## src/rtl/mem_pkg.sv

```systemverilog
// mem_pkg: shared definitions for the MEM-stage load/store unit.
//   - access size encodings (SZ_BYTE, SZ_HALF, SZ_WORD; 2'b11 is illegal)
//   - FSM state enum of mem_access_unit
//   - is_misaligned(): fault check on a request's size and low address bits
package mem_pkg;

   localparam logic [1:0] SZ_BYTE = 2'b00;
   localparam logic [1:0] SZ_HALF = 2'b01;
   localparam logic [1:0] SZ_WORD = 2'b10;

   typedef enum logic [2:0] {
      ST_IDLE = 3'd0,
      ST_RD   = 3'd1,
      ST_MRG  = 3'd2,
      ST_WR   = 3'd3,
      ST_RESP = 3'd4
   } mem_state_e;

   // Halves need addr[0]=0, words need addr[1:0]=0; size 2'b11 always faults.
   function automatic logic is_misaligned(input logic [1:0] size,
                                          input logic [1:0] offset);
      logic mis;
      case (size)
         SZ_BYTE: mis = 1'b0;
         SZ_HALF: mis = offset[0];
         SZ_WORD: mis = (offset != 2'b00);
         default: mis = 1'b1;
      endcase
      return mis;
   endfunction

endpackage

```

## src/rtl/mem_lane_align.sv

```systemverilog
// mem_lane_align: combinational big-endian lane logic for a 32-bit word.
// Ports:
//   word       in  32  word read from memory
//   offset     in  2   byte offset within the word (addr[1:0])
//   size       in  2   access size (SZ_BYTE / SZ_HALF / SZ_WORD)
//   sign_ext   in  1   sign-extend sub-word loads
//   wdata      in  32  store data, right-justified
//   load_data  out 32  selected lane, right-justified and extended
//   store_word out 32  word with the target lane replaced by wdata
// Offset 0 is the most significant byte (bits 31:24).
module mem_lane_align
   import mem_pkg::*;
(
   input  logic [31:0] word,
   input  logic [1:0]  offset,
   input  logic [1:0]  size,
   input  logic        sign_ext,
   input  logic [31:0] wdata,
   output logic [31:0] load_data,
   output logic [31:0] store_word
);

   logic [7:0]  byte_lane;
   logic [15:0] half_lane;

   always_comb begin
      byte_lane  = 8'h00;
      half_lane  = 16'h0000;
      load_data  = word;
      store_word = word;

      case (offset)
         2'd0: byte_lane = word[31:24];
         2'd1: byte_lane = word[23:16];
         2'd2: byte_lane = word[15:8];
         2'd3: byte_lane = word[7:0];
      endcase
      half_lane = offset[1] ? word[15:0] : word[31:16];

      case (size)
         SZ_BYTE: begin
            load_data = {{24{sign_ext & byte_lane[7]}}, byte_lane};
            case (offset)
               2'd0: store_word[31:24] = wdata[7:0];
               2'd1: store_word[23:16] = wdata[7:0];
               2'd2: store_word[15:8]  = wdata[7:0];
               2'd3: store_word[7:0]   = wdata[7:0];
            endcase
         end
         SZ_HALF: begin
            load_data = {{16{sign_ext & half_lane[15]}}, half_lane};
            if (offset[1]) store_word[15:0]  = wdata[15:0];
            else           store_word[31:16] = wdata[15:0];
         end
         default: begin
            load_data  = word;
            store_word = wdata;
         end
      endcase
   end

endmodule

```

## src/rtl/mem_access_unit.sv

```systemverilog
// mem_access_unit: MEM-stage load/store unit in front of a word-addressed
// memory without byte enables. Sub-word stores become read-modify-write.
// Ports:
//   clk, rst                  clock, synchronous active-high reset
//   req_valid/req_ready       request handshake
//   req_write, req_size,      request: store flag, size, sign-extend,
//   req_signed, req_addr,     byte address, right-justified store data
//   req_wdata
//   resp_valid                one-cycle completion pulse
//   resp_rdata                load result (0 for stores and faults)
//   resp_misaligned           fault flag, qualified by resp_valid
//   mem_read, mem_read_address            read strobe / word index
//   mem_write, mem_write_address,         write strobe / word index / data
//   mem_write_data
//   mem_data                  read data, valid the cycle after mem_read
//
// Handshake: a request transfers on the posedge where req_valid && req_ready;
// req_ready is high only in IDLE, so a request held valid while the unit is
// busy waits until IDLE. All request fields are captured at that edge.
module mem_access_unit
   import mem_pkg::*;
#(
   parameter int WIDTH = 32,
   parameter int DEPTH = 1024
) (
   input  logic             clk,
   input  logic             rst,
   input  logic             req_valid,
   output logic             req_ready,
   input  logic             req_write,
   input  logic [1:0]       req_size,
   input  logic             req_signed,
   input  logic [WIDTH-1:0] req_addr,
   input  logic [WIDTH-1:0] req_wdata,
   output logic             resp_valid,
   output logic [WIDTH-1:0] resp_rdata,
   output logic             resp_misaligned,
   output logic             mem_read,
   output logic             mem_write,
   output logic [WIDTH-1:0] mem_read_address,
   output logic [WIDTH-1:0] mem_write_address,
   output logic [WIDTH-1:0] mem_write_data,
   input  logic [WIDTH-1:0] mem_data
);

   localparam int IDX = $clog2(DEPTH);

   mem_state_e       state_q, state_d;
   logic [IDX+1:0]   addr_q;
   logic [1:0]       size_q;
   logic             signed_q;
   logic             write_q;
   logic             mis_q;
   logic [WIDTH-1:0] wdata_q;
   logic [WIDTH-1:0] merge_q;
   logic [WIDTH-1:0] rdata_q;
   logic [WIDTH-1:0] load_val;
   logic [WIDTH-1:0] merged_word;
   logic [WIDTH-1:0] idx_ext;
   logic             req_mis;
   logic             accept;
   logic             unused_addr_hi;

   // Address bits above the word index wrap around and are not needed.
   assign unused_addr_hi = ^req_addr[WIDTH-1:IDX+2];
   assign idx_ext        = {{(WIDTH-IDX){1'b0}}, addr_q[IDX+1:2]};
   assign req_mis        = is_misaligned(req_size, req_addr[1:0]);
   assign accept         = req_valid && (state_q == ST_IDLE);

   mem_lane_align u_lane (
      .word       (mem_data),
      .offset     (addr_q[1:0]),
      .size       (size_q),
      .sign_ext   (signed_q),
      .wdata      (wdata_q),
      .load_data  (load_val),
      .store_word (merged_word)
   );

   always_ff @(posedge clk) begin
      if (rst) state_q <= ST_IDLE;
      else     state_q <= state_d;
   end

   always_ff @(posedge clk) begin
      if (rst) begin
         addr_q   <= '0;
         size_q   <= '0;
         signed_q <= 1'b0;
         write_q  <= 1'b0;
         mis_q    <= 1'b0;
         wdata_q  <= '0;
         merge_q  <= '0;
         rdata_q  <= '0;
      end else if (accept) begin
         addr_q   <= req_addr[IDX+1:0];
         size_q   <= req_size;
         signed_q <= req_signed;
         write_q  <= req_write;
         mis_q    <= req_mis;
         wdata_q  <= req_wdata;
         // Word stores skip the read, so the merge register starts as wdata.
         merge_q  <= req_wdata;
         rdata_q  <= '0;
      end else if (state_q == ST_MRG) begin
         if (write_q) merge_q <= merged_word;
         else         rdata_q <= load_val;
      end
   end

   always_comb begin
      state_d           = state_q;
      req_ready         = 1'b0;
      resp_valid        = 1'b0;
      mem_read          = 1'b0;
      mem_write         = 1'b0;
      mem_read_address  = '0;
      mem_write_address = '0;
      mem_write_data    = '0;
      case (state_q)
         ST_IDLE: begin
            req_ready = 1'b1;
            if (req_valid) begin
               if (req_mis)                             state_d = ST_RESP;
               else if (req_write && req_size == SZ_WORD) state_d = ST_WR;
               else                                     state_d = ST_RD;
            end
         end
         ST_RD: begin
            mem_read         = 1'b1;
            mem_read_address = idx_ext;
            state_d          = ST_MRG;
         end
         ST_MRG: begin
            state_d = write_q ? ST_WR : ST_RESP;
         end
         ST_WR: begin
            // A reset landing on the write cycle suppresses the write, so the
            // memory never sees a partially completed store.
            if (!rst) begin
               mem_write         = 1'b1;
               mem_write_address = idx_ext;
               mem_write_data    = merge_q;
            end
            state_d = ST_RESP;
         end
         ST_RESP: begin
            resp_valid = 1'b1;
            state_d    = ST_IDLE;
         end
         default: state_d = ST_IDLE;
      endcase
   end

   assign resp_rdata      = resp_valid ? rdata_q : '0;
   assign resp_misaligned = resp_valid && mis_q;

endmodule

```

## config.mk

```make
export PLATFORM = sky130hd
export DESIGN_NAME = mem_access_unit
export DESIGN_NICKNAME = d
export VERILOG_FILES = /design/src/rtl/mem_pkg.sv /design/src/rtl/mem_lane_align.sv /design/src/rtl/mem_access_unit.sv
export SDC_FILE = /design/constraint.sdc
export NUM_CORES = 1
export LEC_CHECK = 0
export ABC_AREA = 0
export BUFFER_PORTS_ARGS = -buffer_cell sky130_fd_sc_hd__clkbuf_2
export CAP_MARGIN = 20
export CORE_ASPECT_RATIO = 0.75
export CORE_UTILIZATION = 42
export CTS_BUF_LIST = sky130_fd_sc_hd__clkbuf_8
export DETAILED_ROUTE_END_ITERATION = 10
export GPL_ROUTABILITY_DRIVEN = 1
export PLACE_DENSITY_LB_ADDON = 0.12
export SLEW_MARGIN = 40
export SYNTH_ARGS = -nofsm -noshare
export SYNTH_HDL_FRONTEND = slang
export SYNTH_SLANG_ARGS = --single-unit
```

## constraint.sdc

```tcl
create_clock -name clk -period 1.6 [get_ports clk]
set_input_delay 0.08 -clock clk [delete_from_list [all_inputs] [get_ports clk]]
set_output_delay 0.08 -clock clk [all_outputs]
set_load 0.01 [all_outputs]
```

======== Word-level counts from Yosys, hierarchy flattened ========
Cells that the tools add are included.
storage, ports and cells
  output and inout bits ................... 133
  flip-flop bits (word level) ............. 116
  input port bits ......................... 103
  logic and storage cells ................. 66
cells by class
  bitwise logic cells ..................... 3
  muxes and demuxes ....................... 30
  equality and inequality tests ........... 11
  reductions and logical operators ........ 13
operators by type and width
  kind                                           count
  2-to-1 mux 32 bit                              6
  case mux 32 bit (2 select lines)               2
  2-to-1 mux 16 bit                              3
  2-to-1 mux 8 bit                               4
  case mux 8 bit (4 select lines)                1
  2-to-1 mux 10 bit                              3
  case mux 3 bit (4 select lines)                1
  2-to-1 mux 3 bit                               3
  == test 2 x 1 -> 1 bit, second input constant  3
  == test 2 bit, second input constant           3
  == test 3 x 2 -> 1 bit, second input constant  2
  zero test 2 bit                                3
  nonzero test 2 bit                             3
  2-to-1 mux 1 bit                               5
  AND reduction 2 bit                            2
  == test 3 x 1 -> 1 bit, second input constant  1
  == test 3 bit, second input constant           1
  logical AND 1 bit                              3
  zero test 3 bit                                1
  case mux 1 bit (3 select lines)                1
  bitwise AND 1 bit                              2
  2-to-1 mux 2 bit                               1
  inequality test 2 bit, second input constant   1
  OR reduction 2 bit                             1
  NOT 1 bit                                      1

======== Longest topological paths before layout ========
Gate-level depths: netlist of the first run.
  word-level depth ........................ 6
  mapped depth ............................ 7
  mapped depth without buffers ............ 4

======== Cells and area by module ========
From an unflattened synthesis of the first run, not the netlist that was laid out.
second synthesis, totals
  cell total of the unflattened synthesis .. 940
  area, all modules ....................... 7050.5 sq um
modules (own cells, without submodules)
  module           seq. area each (sq um)  area an instance (sq um)  cells an instance  instances
  mem_access_unit  2322.2                  5311.3                    703                1
  mem_lane_align   0.0                     1739.2                    237                1

======== Worst setup path after synthesis of the first run ========
OpenSTA, ideal clock, no wires.
  kind .................................... flip-flop to flip-flop
  start ................................... register state_q[0]
  end ..................................... register size_q[1]
  slack ................................... 0.110 ns
  data arrival time ....................... 1.358 ns
  path buffers ............................ 3
  period minus slack after synthesis ...... 1.490 ns
  data required time ...................... 1.468 ns
  setup time .............................. 0.132 ns
  stages on the path, launching flop included .. 7
  cells stage by stage .................... dfxtp_1 buf_6 or4b_4 buf_4 buf_6 nand2_1 a21oi_1
on the way
  cells in the longest elaborated chain, start to end .. 2
RTL lines
  what                    line                   source
  start, declared         mem_access_unit.sv:48  mem_state_e state_q, state_d;
  start signal, assigned  mem_access_unit.sv:82  else state_q <= state_d;
  zero test 3 bit         mem_access_unit.sv:68  assign accept = req_valid && (state_q == ST_IDLE);
  logical AND 1 bit       mem_access_unit.sv:68
  end signal, assigned    mem_access_unit.sv:97  size_q <= req_size;
  end, declared           mem_access_unit.sv:50  logic [1:0] size_q;
Every way passes these cells.
A chain may end at the register's enable or synchronous reset.

======== Final worst setup path of the first run ========
  start ................................... register state_q[2]
  end ..................................... output port mem_read_address[8]
on the way
  cells in the longest elaborated chain, start to end .. 2
RTL lines
  what                    line                    source
  == test 3 x 1 -> 1 bit  mem_access_unit.sv:120  case (state_q)
  2-to-1 mux 10 bit       mem_access_unit.sv:120
  end, declared           mem_access_unit.sv:40   output logic [WIDTH-1:0] mem_read_address,
Every way passes these cells.

==> results of run 1 <==
sequential cells by signal, summed over array words and instances, names as in the netlist:
name      cells
state_q       3
signed_q      1
wdata_q      32
mis_q         1
write_q       1
size_q        2
addr_q       12
merge_q      32
rdata_q      32
layout make-up:
type,instances,share of cell area (%)
Sequential cell,116,22.0
Tap cell,205,2.41
Clock inverter,9,0.647
Timing Repair Buffer,370,32.7
Inverter,3,0.106
Clock buffer,19,2.46
Multi-Input combinational cell,661,39.7
cells in the final DEF (no fill, tap or decap), drive strengths merged, types with 2 or more instances in the layout:
master         n
a221oi         8
clkbuf       123
a21boi         4
clkinv         5
dlygate4sd3   73
or3b           6
and3          41
and2          53
conb          44
mux2i         22
or3           12
nor3b          3
dfxtp        116
a31oi          2
inv            5
nor2          39
nand2b         9
o21ai         71
mux2          10
o31ai          4
buf          193
nand2        123
o221ai         2
o21a          10
o22ai         16
a21o           8
a21oi        118
a211oi        16
a32o           3
o2bb2ai        8
or4b           2
a22o           7
a22oi          7
nand3          2
metal layers:
metal,up-vias,track usage (%)
met2,390,43.5
met5,-,0
li1,3559,-
met4,0,10.7
met1,3530,42.0
met3,56,6.13
stage by stage:
stage	hold WS [ps]	setup slack, ps	power [uW]	util, %	TNS, ps
2_1_floorplan	216	110	4260	-	0
4_1_cts	5.58	-243	7630	62.2	-19090
6_report	41.0	-195	8050	69.1	-18680
5_1_grt	41.0	-248	8360	69.1	-30820
3_3_place_gp	305	-85.4	4740	50.7	-304
3_5_place_dp	312	-86.2	4740	50.7	-664
synth_stat cells (2+ instances only):
cell	number
o31ai_1	4
and3_1	41
inv_1	2
o21a_1	10
buf_4	52
a221oi_1	8
nor3b_1	2
a22oi_1	7
clkbuf_1	38
or3_1	12
o221ai_1	2
nand2b_1	9
mux2_2	10
o21ai_0	69
and2_1	53
nor2_2	2
a32o_1	3
a22o_1	7
a21o_1	8
o22ai_1	16
a21oi_1	118
a21boi_0	4
or3b_2	6
o2bb2ai_1	8
nor2_1	37
a211oi_1	16
nand2_1	123
dfxtp_1	116
buf_2	14
buf_6	12
o21ai_1	2
mux2i_1	22
logic make-up after synthesis:
family / Yosys count / share of synthesized area, %
and+or+nand+nor: 296 / 22.8
AOI/OAI and AO/OA: 289 / 25.9
buffers and inverters: 121 / 11.4
DFF: 116 / 34.9
muxes: 32 / 5.00
other: 1 / 0.0563
critical path, delay by kind of cell (launching register included):
kind          cells  cell delay, ps
buf+inv           4             540
simple gates      2             370
flops             1             350
timing repair:
action / 4_1_cts / 5_1_grt
buffers inserted: 16 / 26
hold endpoints to repair: 96 / 0
setup endpoints to repair: 122 / 203
pin swaps: 17 / 38
gates resized for setup: 74 / 239
gates cloned: 13 / 13
hold buffers: 73 / 0
worst max path at each step:
| stage | to | depth (start not counted) | from | slack [ps] |
|---|---|---|---|---|
| 2_1_floorplan | size_q[1]$_SDFFE_PP0P_ | 6 | state_q[0]$_SDFFE_PP0P_ | 110 |
| 3_3_place_gp | merge_q[23]$_SDFFE_PP0P_ | 4 | size_q[0]$_SDFFE_PP0P_ | -90 |
| 3_5_place_dp | merge_q[23]$_SDFFE_PP0P_ | 4 | size_q[0]$_SDFFE_PP0P_ | -90 |
| 4_1_cts | mem_write_data[22] | 7 | state_q[2]$_SDFFE_PP0P_ | -240 |
| 5_1_grt | mem_read_address[8] | 6 | state_q[2]$_SDFFE_PP0P_ | -250 |
| 6_report | mem_read_address[8] | 6 | state_q[2]$_SDFFE_PP0P_ | -200 |
where the power goes:
group	leakage (uW)	internal, uW	total, uW	switching [uW]
sequential	0.000952	3080	3230	157
clock	0.000183	1240	2430	1190
combinational	0.00362	1190	2380	1190
total	0.00476	5510	8050	2540
==> metrics.txt, run 1 <==
# TYPE chip_impl_metric gauge
chip_impl_info{name="outcome",value="finished, violations left"} 1
chip_impl_info{name="failed_checks",value="setup timing"} 1
chip_impl_info{name="cpMostUsedCell",value="buf_6"} 1
chip_impl_metric{name="worst_pin_slew",unit="ps"} 594
chip_impl_metric{name="worst-path-max-fanout",unit=""} 6
chip_impl_metric{name="cts_made_buffers",unit=""} 17
chip_impl_metric{name="ir_drop",unit="uV"} 554
chip_impl_metric{name="htree_num_levels",unit=""} 4
chip_impl_metric{name="via_per_inst",unit=""} 5.45
chip_impl_info{name="maxUsedRoutingLayer",value="met4"} 1
chip_impl_metric{name="port_buffers",unit=""} 171
chip_impl_metric{name="syn_area_per_cell",unit="um^2"} 7.79
chip_impl_info{name="leading_register_cell_type_out_of_synthesis",value="dfxtp_1"} 1
chip_impl_info{name="min_to",value="merge_q[7]$_SDFFE_PP0P_"} 1
chip_impl_metric{name="cap_violations",unit=""} 0
chip_impl_metric{name="grt-ovfl-total",unit=""} 0
chip_impl_metric{name="die_w",unit="um"} 147
chip_impl_metric{name="required",unit="ps"} 1520
chip_impl_metric{name="initial_utilization",unit="%"} 43.3
chip_impl_metric{name="wire_length_of_the_first_global_routing_pass",unit="mm"} 37.5
chip_impl_metric{name="dp.cells",unit=""} 1219
chip_impl_metric{name="synth_sequential_area_ratio",unit="%"} 34.9
chip_impl_metric{name="final.fill_count",unit=""} 1251
chip_impl_metric{name="antennaDiodeCount",unit=""} 0
chip_impl_metric{name="m1WireLength",unit="mm"} 12.1
chip_impl_metric{name="ff_latch_area",unit="um^2"} 2330
chip_impl_metric{name="die_area",unit="um^2"} 16400
chip_impl_metric{name="synth-warning-count",unit=""} 0
chip_impl_info{name="worstSetupEndpointType",value="primary output"} 1
chip_impl_metric{name="hold_violations",unit=""} 0
chip_impl_metric{name="cts_sinks",unit=""} 116
chip_impl_metric{name="vias",unit=""} 7535
chip_impl_metric{name="clk_pin_slew_worst_paths",unit="ps"} 70
chip_impl_metric{name="synth.distinct_cells",unit=""} 54
chip_impl_metric{name="design.core.area",unit="um^2"} 15400
chip_impl_info{name="cts.root.buffer_cell",value="clkbuf_8"} 1
chip_impl_metric{name="detailroute.wirelength.met3",unit="mm"} 2.07
chip_impl_metric{name="syn-instance-count",unit=""} 855
chip_impl_info{name="critical_path_class",value="register to primary output"} 1
chip_impl_metric{name="ys_ff_latch",unit=""} 116
chip_impl_metric{name="drt-wirelength-per-cell",unit="um"} 19.2
chip_impl_metric{name="gp_routability_congestion",unit=""} 0.902
chip_impl_metric{name="synth_largest_type_area_fraction",unit="%"} 34.9
chip_impl_metric{name="dp_hpwl",unit="mm"} 15.2
chip_impl_info{name="critical_path.cell_chain",value="buf_8 > buf_6 > nor3b_4 > buf_6 > and2_1 > buf_2"} 1
chip_impl_metric{name="slew_viol_final",unit=""} 0
chip_impl_metric{name="fin_ws",unit="ps"} -195
chip_impl_metric{name="ant_nets",unit=""} 0
chip_impl_metric{name="number_of_stages_on_the_worst_hold_path",unit=""} 3
chip_impl_metric{name="power_density",unit="nW/um^2"} 757
chip_impl_info{name="cp_slowest_cell",value="dfxtp_4"} 1
chip_impl_metric{name="placedInstanceArea",unit="um^2"} 7800
chip_impl_metric{name="layout.nets",unit=""} 1272
chip_impl_info{name="startpoint_of_the_worst_register_to_register_path",value="state_q[1]$_SDFFE_PP0P_"} 1
chip_impl_info{name="cts_tree",value="yes"} 1
chip_impl_metric{name="synthArstFlopShare",unit="%"} 0
chip_impl_metric{name="gr-usage-all-layers",unit="%"} 29.5
chip_impl_metric{name="timing.final.crit_period",unit="ps"} 1800
chip_impl_metric{name="leakage",unit="uW"} 0.00476
chip_impl_metric{name="slew_headroom",unit="%"} 60.4
chip_impl_metric{name="via_count_of_the_first_global_routing_pass",unit=""} 6716
chip_impl_metric{name="remaining_drc_errors",unit=""} 0
chip_impl_metric{name="number_of_enable_type_register_cells_in_the_synthesized_netlist",unit=""} 0
chip_impl_metric{name="finalInstanceArea",unit="um^2"} 10600
chip_impl_metric{name="length_of_the_first_detailed_routing_pass_in_iterations",unit=""} 5
chip_impl_metric{name="grt_start_max_net_pins",unit=""} 50
chip_impl_metric{name="area_growth_syn_to_layout",unit="%"} 59.5
chip_impl_metric{name="syn-cell-area",unit="um^2"} 6660
chip_impl_info{name="hold_class",value="primary input to register"} 1
chip_impl_metric{name="drt_wl_total",unit="mm"} 26.6
chip_impl_info{name="holdCritStartpoint",value="mem_data[7]"} 1
chip_impl_metric{name="critPathMaxStageDelay",unit="ps"} 350
chip_impl_metric{name="die_height",unit="um"} 111
chip_impl_metric{name="setup_viol",unit=""} 184
chip_impl_metric{name="cp_data_arrival_time",unit="ps"} 1720
chip_impl_metric{name="layoutNonFillerInstCount",unit=""} 1383
chip_impl_metric{name="rr_worst_depth",unit=""} 6
chip_impl_metric{name="finClkSkew",unit="ps"} 13.9
chip_impl_metric{name="drt-initial-drc-count",unit=""} 623
chip_impl_metric{name="worst_skew_pair.late_latency",unit="ps"} 450
chip_impl_info{name="grt_setup_unrepaired",value="yes"} 1
chip_impl_metric{name="clk_path_buf_depth",unit=""} 2
chip_impl_metric{name="grt_antenna_before_repair",unit=""} 0
chip_impl_metric{name="fp-row-count",unit=""} 39
chip_impl_info{name="critical_path.startpoint_type",value="register"} 1
chip_impl_info{name="yosys-top-cells-area",value="dfxtp_1 (35%), a21oi_1 (8.9%), nand2_1 (6.9%)"} 1
chip_impl_info{name="reg_to_reg_end",value="wdata_q[15]$_SDFFE_PP0P_"} 1
chip_impl_metric{name="post_route_cells_drive_above_1_share",unit="%"} 38.9
chip_impl_metric{name="r2r_slack",unit="ps"} -170
chip_impl_metric{name="max_clock_freq",unit="MHz"} 557
chip_impl_metric{name="multi_input_comb_area",unit="um^2"} 4220
chip_impl_metric{name="detailroute.wirelength.met2",unit="mm"} 11.9
chip_impl_metric{name="io_pins",unit=""} 236
chip_impl_info{name="yosysTopAreaCell",value="dfxtp_1"} 1
chip_impl_metric{name="period_share",unit="%"} 112
Power figures use the tool's default switching activity.
==> run 2, diff against run 1 <==
- CORE_UTILIZATION: 42 -> 44
==> run 2 against run 1 <==
Compared with the run above:
- the run still ends with setup timing left
- largest power group unchanged
- core utilization increased by 8.8 points
- combinational power increased by 13%
- critical path depth unchanged
- wire length increased by 6.3%
- non-clock buffer count decreased by 2
- sequential share of layout area decreased by 1.5 points
- via count increased by 4.2%
- worst hold slack got worse by 13 ps
- count of clock-buffer cells in the layout unchanged
- die area decreased by 4.5%
- maximum frequency decreased by 2.6%
==> metrics.txt, run 2 (synthesis results as in run 1) <==
# TYPE chip_impl_metric gauge
chip_impl_metric{name="hold_violations",unit=""} 0
chip_impl_metric{name="worst_pin_slew",unit="ps"} 733
chip_impl_info{name="holdCritStartpoint",value="mem_data[15]"} 1
chip_impl_metric{name="m1WireLength",unit="mm"} 11.7
chip_impl_metric{name="post_route_cells_drive_above_1_share",unit="%"} 51.4
chip_impl_metric{name="fin_ws",unit="ps"} -243
chip_impl_info{name="outcome",value="finished, violations left"} 1
chip_impl_metric{name="period_share",unit="%"} 115
chip_impl_metric{name="detailroute.wirelength.met2",unit="mm"} 13.1
chip_impl_metric{name="clk_pin_slew_worst_paths",unit="ps"} 70
chip_impl_info{name="reg_to_reg_end",value="merge_q[19]$_SDFFE_PP0P_"} 1
chip_impl_metric{name="grt_antenna_before_repair",unit=""} 0
chip_impl_metric{name="gr-usage-all-layers",unit="%"} 30.3
chip_impl_info{name="layout_common_cells",value="dfxtp_1 (110), clkbuf_2 (84), dlygate4sd3_1 (71)"} 1
chip_impl_metric{name="clk_path_buf_depth",unit=""} 2
chip_impl_metric{name="via_per_inst",unit=""} 5.69
chip_impl_metric{name="remaining_drc_errors",unit=""} 0
chip_impl_info{name="critical_path_class",value="register to primary output"} 1
chip_impl_metric{name="vias",unit=""} 7850
chip_impl_metric{name="drt_wl_total",unit="mm"} 28.3
chip_impl_metric{name="cp_num_cells",unit=""} 6
chip_impl_metric{name="r2r_slack",unit="ps"} -200
chip_impl_info{name="cts.root.buffer_cell",value="clkbuf_8"} 1
chip_impl_metric{name="leakage",unit="uW"} 0.00506
chip_impl_metric{name="required",unit="ps"} 1520
chip_impl_metric{name="port_buffers",unit=""} 171
chip_impl_metric{name="grt_start_max_net_pins",unit=""} 50
chip_impl_metric{name="cp_data_arrival_time",unit="ps"} 1760
chip_impl_metric{name="fp-row-count",unit=""} 38
chip_impl_info{name="critical-path-top-delay-family",value="buffers and inverters"} 1
chip_impl_metric{name="initial_utilization",unit="%"} 45.5
chip_impl_info{name="maxUsedRoutingLayer",value="met4"} 1
chip_impl_metric{name="ant_nets",unit=""} 0
chip_impl_metric{name="slew_headroom",unit="%"} 51.1
chip_impl_metric{name="length_of_the_first_detailed_routing_pass_in_iterations",unit=""} 7
chip_impl_metric{name="ir_drop",unit="uV"} 666
chip_impl_metric{name="wire_length_of_the_first_global_routing_pass",unit="mm"} 35.5
chip_impl_metric{name="rr_worst_depth",unit=""} 6
chip_impl_metric{name="worst-path-max-fanout",unit=""} 10
chip_impl_info{name="cp_slowest_cell",value="dfxtp_2"} 1
chip_impl_metric{name="design.core.area",unit="um^2"} 14600
chip_impl_metric{name="setup-tns-final",unit="ps"} -30280
chip_impl_metric{name="slew_viol_final",unit=""} 0
chip_impl_metric{name="finClkSkew",unit="ps"} 12.8
chip_impl_info{name="largestRegisters",value="merge_q: 32 flops, rdata_q: 32 flops, wdata_q: 32 flops"} 1
chip_impl_info{name="critical_path.cell_chain",value="buf_4 > and3_4 > buf_6 > buf_16 > and2_1 > buf_2"} 1
chip_impl_metric{name="critPathMaxStageDelay",unit="ps"} 360
chip_impl_info{name="failed_checks",value="setup timing"} 1
chip_impl_metric{name="cts_sinks",unit=""} 116
chip_impl_metric{name="area_growth_syn_to_layout",unit="%"} 71.4
chip_impl_metric{name="grt-ovfl-total",unit=""} 0
chip_impl_info{name="cts_tree",value="yes"} 1
chip_impl_info{name="grt_setup_unrepaired",value="yes"} 1
chip_impl_metric{name="io_pins",unit=""} 236
chip_impl_metric{name="timing.final.crit_period",unit="ps"} 1840
chip_impl_metric{name="detailroute.wirelength.met3",unit="mm"} 2.81
chip_impl_metric{name="gp_routability_congestion",unit=""} 0.887
chip_impl_info{name="layout.cells.most_common",value="dfxtp_1"} 1
chip_impl_metric{name="power_density",unit="nW/um^2"} 771
chip_impl_metric{name="dp_hpwl",unit="mm"} 14.8
chip_impl_info{name="critical_path.startpoint_type",value="register"} 1
chip_impl_info{name="startpoint_of_the_worst_register_to_register_path",value="state_q[1]$_SDFFE_PP0P_"} 1
chip_impl_info{name="worstSetupEndpointType",value="primary output"} 1
chip_impl_metric{name="cp.buffers_inverters",unit=""} 4
chip_impl_metric{name="setup_viol",unit=""} 201
chip_impl_metric{name="die_area",unit="um^2"} 15600
chip_impl_metric{name="final.fill_count",unit=""} 952
chip_impl_metric{name="htree_num_levels",unit=""} 4
chip_impl_metric{name="cts_made_buffers",unit=""} 17
chip_impl_info{name="worst_setup_path_endpoint",value="mem_write_data[21]"} 1
chip_impl_metric{name="cap_violations",unit=""} 0
chip_impl_metric{name="max_clock_freq",unit="MHz"} 543
chip_impl_info{name="critPathLaunch",value="state_q[0]$_SDFFE_PP0P_"} 1
chip_impl_metric{name="die_height",unit="um"} 109
chip_impl_info{name="hold_class",value="primary input to register"} 1
chip_impl_metric{name="layout.nets",unit=""} 1270
chip_impl_metric{name="worst_skew_pair.late_latency",unit="ps"} 440
chip_impl_metric{name="drt-initial-drc-count",unit=""} 864
chip_impl_metric{name="drt-wirelength-per-cell",unit="um"} 20.5
chip_impl_metric{name="die_w",unit="um"} 144
chip_impl_metric{name="post-place-ws",unit="ps"} -121
chip_impl_metric{name="via_count_of_the_first_global_routing_pass",unit=""} 6534
## run 2: cell count changes in the layout (fill, tap and decap cells not counted), sizes merged
cell / delta
clkbuf: -7
dlygate4sd3: -2
clkinvlp: +2
bufinv: +2
inv: -2
buf: +7
diode: +1
## run 2: tightest hold or removal path, cell delays in order
cell      delay, ps
clkbuf_2        150
a21oi_1          90
a21oi_1         110
## run 2: what timing repair did
action | 4_1_cts | 5_1_grt
pin swaps | 17 | 117
setup buffers | 16 | 18
setup endpoints to repair | 122 | 201
cloned | 6 | 18
hold buffers | 71 | 0
hold endpoints to repair | 96 | 0
resized for setup | 58 | 489
## run 2: where the power goes
group | internal (uW) | switching [uW] | total, uW
clock network | 1590 | 1260 | 2850
registers | 3070 | 189 | 3260
logic | 1300 | 1390 | 2680
total | 5960 | 2840 | 8800
## run 2: how the worst min path moves through the flow
stage,end,cells past startpoint
final,rdata_q[15]$_SDFFE_PP0P_,3
after global routing,merge_q[7]$_SDFFE_PP0P_,3
after CTS,rdata_q[15]$_SDFFE_PP0P_,3
after detailed placement,addr_q[3]$_SDFFE_PP0P_,3
after global placement,addr_q[5]$_SDFFE_PP0P_,3
after floorplan,wdata_q[16]$_SDFFE_PP0P_,2
## run 2: metal layers
| layer | GRT usage [%] | vias to the layer above |
|---|---|---|
| li1 | - | 3563 |
| met5 | 0 | - |
| met2 | 47.0 | 482 |
| met1 | 41.7 | 3736 |
| met4 | 10.4 | 0 |
| met3 | 5.89 | 69 |
## run 2: layout make-up
class	count	area (um^2)	share of cell area (%)
Inverter	3	11.3	0.0986
Sequential cell	116	2330	20.4
Timing Repair Buffer	368	3490	30.5
Multi-Input combinational cell	661	4940	43.3
Tap cell	200	250	2.19
Clock buffer	19	262	2.29
Antenna cell	1	2.50	0.0219
Clock inverter	11	136	1.19
## run 2: per-stage QoR
stage / hold slack, ps / total power [uW] / instance area [um^2] / instances / utilization, %
after floorplan: 216 / 4260 / 6820 / 898 / -
after global placement: 305 / 4770 / 7840 / 1223 / 53.5
after detailed placement: 309 / 4770 / 7840 / 1223 / 53.5
after CTS: 1.88 / 7840 / 9410 / 1344 / 64.3
after global routing: 51.1 / 9070 / 11400 / 1378 / 78.0
final: 28.2 / 8800 / 11400 / 1379 / 78.0
==> run 3, diff against run 2 <==
- HOLD_SLACK_MARGIN: default -> 0.15
- MAX_ROUTING_LAYER: default -> met4
- SYNTH_HIERARCHICAL: default -> 1
==> run 3 against run 2 <==
Compared with the run above:
- the flow still finishes with violations (setup timing)
- maximum frequency up 4.7%
- first-iteration DRC count grew 2.4%
- core utilization down 3.1 points
- sequential power is essentially flat
- sequential share of layout area down 0.085 points
- area after synthesis is 5.8% higher
- die area is 5.7% higher
- setup slack improved by 82 ps
- wire length up 4.5%
- flip-flop and latch count stayed put
- cell count rose by 5.6%
- global-route usage down 0.084 points
- highest routed layer unchanged
==> metrics.txt, run 3 <==
# TYPE chip_impl_metric gauge
chip_impl_metric{name="synth_largest_type_area_fraction",unit="%"} 32.9
chip_impl_metric{name="layoutNonFillerInstCount",unit=""} 1456
chip_impl_metric{name="io_pins",unit=""} 236
chip_impl_metric{name="grt_use_met2",unit="%"} 44.2
chip_impl_metric{name="hold_violations",unit=""} 0
chip_impl_metric{name="syn-cell-area",unit="um^2"} 7050
chip_impl_metric{name="cp_data_arrival_time",unit="ps"} 2150
chip_impl_metric{name="grt_start_max_net_pins",unit=""} 83
chip_impl_metric{name="met3_usage",unit="%"} 6.64
chip_impl_metric{name="final.fill_count",unit=""} 1106
chip_impl_metric{name="cap_violations",unit=""} 0
chip_impl_metric{name="antennaDiodeCount",unit=""} 0
chip_impl_info{name="grt_setup_unrepaired",value="yes"} 1
chip_impl_metric{name="leakage",unit="uW"} 0.00497
chip_impl_metric{name="cts_sinks",unit=""} 116
chip_impl_info{name="critical_path.startpoint_type",value="register"} 1
chip_impl_metric{name="synth.distinct_cells",unit=""} 41
chip_impl_metric{name="synth-warning-count",unit=""} 6
chip_impl_metric{name="die_height",unit="um"} 112
chip_impl_info{name="yosys-top-cells-area",value="dfxtp_1 (33%), nand2_1 (15%), a21oi_1 (5.9%)"} 1
chip_impl_metric{name="gr-usage-all-layers",unit="%"} 30.2
chip_impl_metric{name="power.share.sequential",unit="%"} 35.2
chip_impl_metric{name="total_power",unit="uW"} 9260
chip_impl_metric{name="power_frac_comb",unit="%"} 28.3
chip_impl_info{name="largestRegisters",value="merge_q: 32 flops, rdata_q: 32 flops, wdata_q: 32 flops"} 1
chip_impl_metric{name="finalInstanceArea",unit="um^2"} 11500
chip_impl_metric{name="p_int",unit="uW"} 6440
chip_impl_metric{name="via_per_inst",unit=""} 5.76
chip_impl_metric{name="layout.nets",unit=""} 1341
chip_impl_metric{name="fin_ws",unit="ps"} -161
chip_impl_metric{name="ant_nets",unit=""} 0
chip_impl_metric{name="finClkSkew",unit="ps"} 14.3
chip_impl_info{name="top_post_synthesis_cells_by_count",value="nand2_1 (291), dfxtp_1 (116), a21oi_1 (83)"} 1
chip_impl_metric{name="worst-path-max-fanout",unit=""} 8
chip_impl_metric{name="drt_wl_total",unit="mm"} 29.6
chip_impl_metric{name="slew_viol_final",unit=""} 0
chip_impl_metric{name="power_density",unit="nW/um^2"} 802
chip_impl_metric{name="cts_made_buffers",unit=""} 17
chip_impl_metric{name="htree_num_levels",unit=""} 4
chip_impl_metric{name="remaining_drc_errors",unit=""} 0
chip_impl_info{name="layout_common_cells",value="nand2_1 (253), dfxtp_1 (109), clkbuf_2 (99)"} 1
chip_impl_info{name="failed_checks",value="setup timing"} 1
chip_impl_metric{name="syn-instance-count",unit=""} 940
chip_impl_metric{name="ir_drop",unit="uV"} 600
chip_impl_metric{name="worst_pin_slew",unit="ps"} 556
chip_impl_metric{name="die_area",unit="um^2"} 16500
chip_impl_metric{name="ys_ff_latch",unit=""} 116
chip_impl_metric{name="port_buffers",unit=""} 171
chip_impl_metric{name="post_route_cells_drive_above_1_share",unit="%"} 43.6
chip_impl_metric{name="fp-row-count",unit=""} 39
chip_impl_metric{name="pwr-share-clk",unit="%"} 36.4
chip_impl_metric{name="period_share",unit="%"} 110
chip_impl_metric{name="total_switching_power",unit="uW"} 2820
chip_impl_metric{name="gr_layer_usage_met1",unit="%"} 40.9
chip_impl_metric{name="grt-ovfl-total",unit=""} 0
chip_impl_metric{name="drt-initial-drc-count",unit=""} 885
chip_impl_metric{name="placedInstanceArea",unit="um^2"} 8250
chip_impl_metric{name="max_clock_freq",unit="MHz"} 568
chip_impl_metric{name="drt-wirelength-per-cell",unit="um"} 20.3
chip_impl_info{name="critical_path.cell_chain",value="buf_6 > mux2i_1 > or3b_4 > o41a_1 > clkbuf_16 > nand2_4 > nand2_2 > a21oi_2"} 1
chip_impl_metric{name="setup_viol",unit=""} 191
chip_impl_metric{name="cp.buffers_inverters",unit=""} 2
chip_impl_info{name="cp_slowest_cell",value="dfxtp_4"} 1
chip_impl_info{name="gr-max-usage-layer",value="met2"} 1
chip_impl_info{name="cts.root.buffer_cell",value="clkbuf_8"} 1
chip_impl_info{name="outcome",value="finished, violations left"} 1
chip_impl_metric{name="synth_sequential_area_ratio",unit="%"} 32.9
chip_impl_metric{name="grt_antenna_before_repair",unit=""} 0
chip_impl_metric{name="gp_routability_congestion",unit=""} 0.995
chip_impl_metric{name="length_of_the_first_detailed_routing_pass_in_iterations",unit=""} 6
chip_impl_info{name="worstSetupEndpointType",value="register"} 1
chip_impl_info{name="yosys.cell_count.top_type",value="nand2_1"} 1
chip_impl_info{name="yosysTopAreaCell",value="dfxtp_1"} 1
chip_impl_info{name="leading_register_cell_type_out_of_synthesis",value="dfxtp_1"} 1
chip_impl_metric{name="syn_area_per_cell",unit="um^2"} 7.50
chip_impl_metric{name="synthArstFlopShare",unit="%"} 0
chip_impl_metric{name="required",unit="ps"} 1990
chip_impl_metric{name="worst_skew_pair.late_latency",unit="ps"} 460
chip_impl_metric{name="die_w",unit="um"} 148
chip_impl_metric{name="dp.cells",unit=""} 1299
chip_impl_metric{name="initial_utilization",unit="%"} 45.7
chip_impl_metric{name="clk_pin_slew_worst_paths",unit="ps"} 70
chip_impl_metric{name="critPathMaxStageDelay",unit="ps"} 380
chip_impl_metric{name="wire_length_of_the_first_global_routing_pass",unit="mm"} 37.6
chip_impl_metric{name="number_of_enable_type_register_cells_in_the_synthesized_netlist",unit=""} 0
chip_impl_metric{name="dp_hpwl",unit="mm"} 16.0
chip_impl_info{name="critical-path-top-delay-family",value="simple AND/OR/NAND/NOR gates"} 1
chip_impl_info{name="hold_class",value="primary input to register"} 1
chip_impl_metric{name="design.core.area",unit="um^2"} 15400
chip_impl_metric{name="holdWs",unit="ps"} 182
chip_impl_metric{name="slew_headroom",unit="%"} 62.9
chip_impl_metric{name="final_core_util",unit="%"} 74.9
chip_impl_metric{name="switching_share",unit="%"} 30.4
chip_impl_metric{name="clk_path_buf_depth",unit=""} 2
chip_impl_info{name="critical_path_class",value="register to register"} 1
chip_impl_metric{name="timing.final.crit_period",unit="ps"} 1760
chip_impl_metric{name="area_growth_syn_to_layout",unit="%"} 63.8
chip_impl_info{name="layout.cells.most_common",value="nand2_1"} 1
chip_impl_metric{name="vias",unit=""} 8387
chip_impl_metric{name="via_count_of_the_first_global_routing_pass",unit=""} 6967
chip_impl_info{name="cts_tree",value="yes"} 1
run 3: changes by cell type after synthesis, moves of 10 or more:
cell,previous run,this run
or3_1,12,1
mux2i_1,22,41
o221ai_1,2,16
a21oi_1,118,83
a311oi_1,0,32
nand2_1,123,291
o21ai_0,69,4
o21a_1,10,0
a211oi_1,16,0
run 3: power by group through the flow:
| stage | logic [uW] | clock network (uW) | registers (uW) |
|---|---|---|---|
| after CTS | 1970 | 3370 | 3230 |
| final | 2620 | 3370 | 3260 |
| after floorplan | 1220 | 0 | 3220 |
| after global placement | 1680 | 0 | 3300 |
| after detailed placement | 1690 | 0 | 3300 |
| after global routing | 2760 | 3510 | 3270 |
run 3: layout make-up:
type	count	area (um^2)	share of cell area, %
clock inverter	12	209	1.81
multi-input combinational	739	5010	43.4
tap	205	256	2.22
sequential	116	2350	20.3
inverter	3	11.3	0.0975
clock buffer	20	275	2.38
timing repair buffer	361	3440	29.8
run 3: kinds of logic (layout without fill, tap and decap cells):
family	Yosys count	count (layout)	share of synthesized area, %
AOI/OAI and AO/OA	188	188	18.5
buffers and inverters	130	396	10.8
DFF	116	116	32.9
muxes	56	56	9.33
other	1	44	0.0532
and+or+nand+nor	449	451	28.4
run 3: through the flow:
stage	setup TNS [ps]	setup WS [ps]
after floorplan	-2350	-139
after global placement	-2640	-122
after detailed placement	-3700	-182
after CTS	-9950	-143
after global routing	-24870	-210
final	-16470	-161
run 3: worst reg2reg max path, stage by stage (launching register included):
cell,delay (ps)
dfxtp_4,380
buf_6,140
mux2i_1,120
or3b_4,380
o41a_1,200
clkbuf_16,230
nand2_4,70
nand2_2,50
a21oi_2,130
run 3: worst paths after layout:
check	start	endpoint	slack, ps	cells past startpoint
worst min-delay path	rst	addr_q[5]$_SDFFE_PP0P_	180	3
worst min register to register	rdata_q[19]$_SDFFE_PP0P_	rdata_q[19]$_SDFFE_PP0P_	450	2
worst max-delay path	addr_q[1]$_SDFFE_PP0P_	rdata_q[18]$_SDFFE_PP0P_	-160	8
worst max register to register	addr_q[1]$_SDFFE_PP0P_	rdata_q[18]$_SDFFE_PP0P_	-160	8
run 3: timing repair:
| item | 4_1_cts | 5_1_grt |
|---|---|---|
| gates cloned | 3 | 22 |
| hold buffers | 73 | 0 |
| gates resized for setup | 51 | 367 |
| setup buffers | 15 | 14 |
| pin swaps | 16 | 74 |
| hold endpoints to repair | 107 | 0 |
| endpoints found under the setup margin | 144 | 149 |
run 3: routing by layer:
layer  part of all wire [%]  vias up
met5                      0        -
met4                    2.3        0
met3                     10       68
met2                     45      529
met1                     43     4024
li1                       -     3766
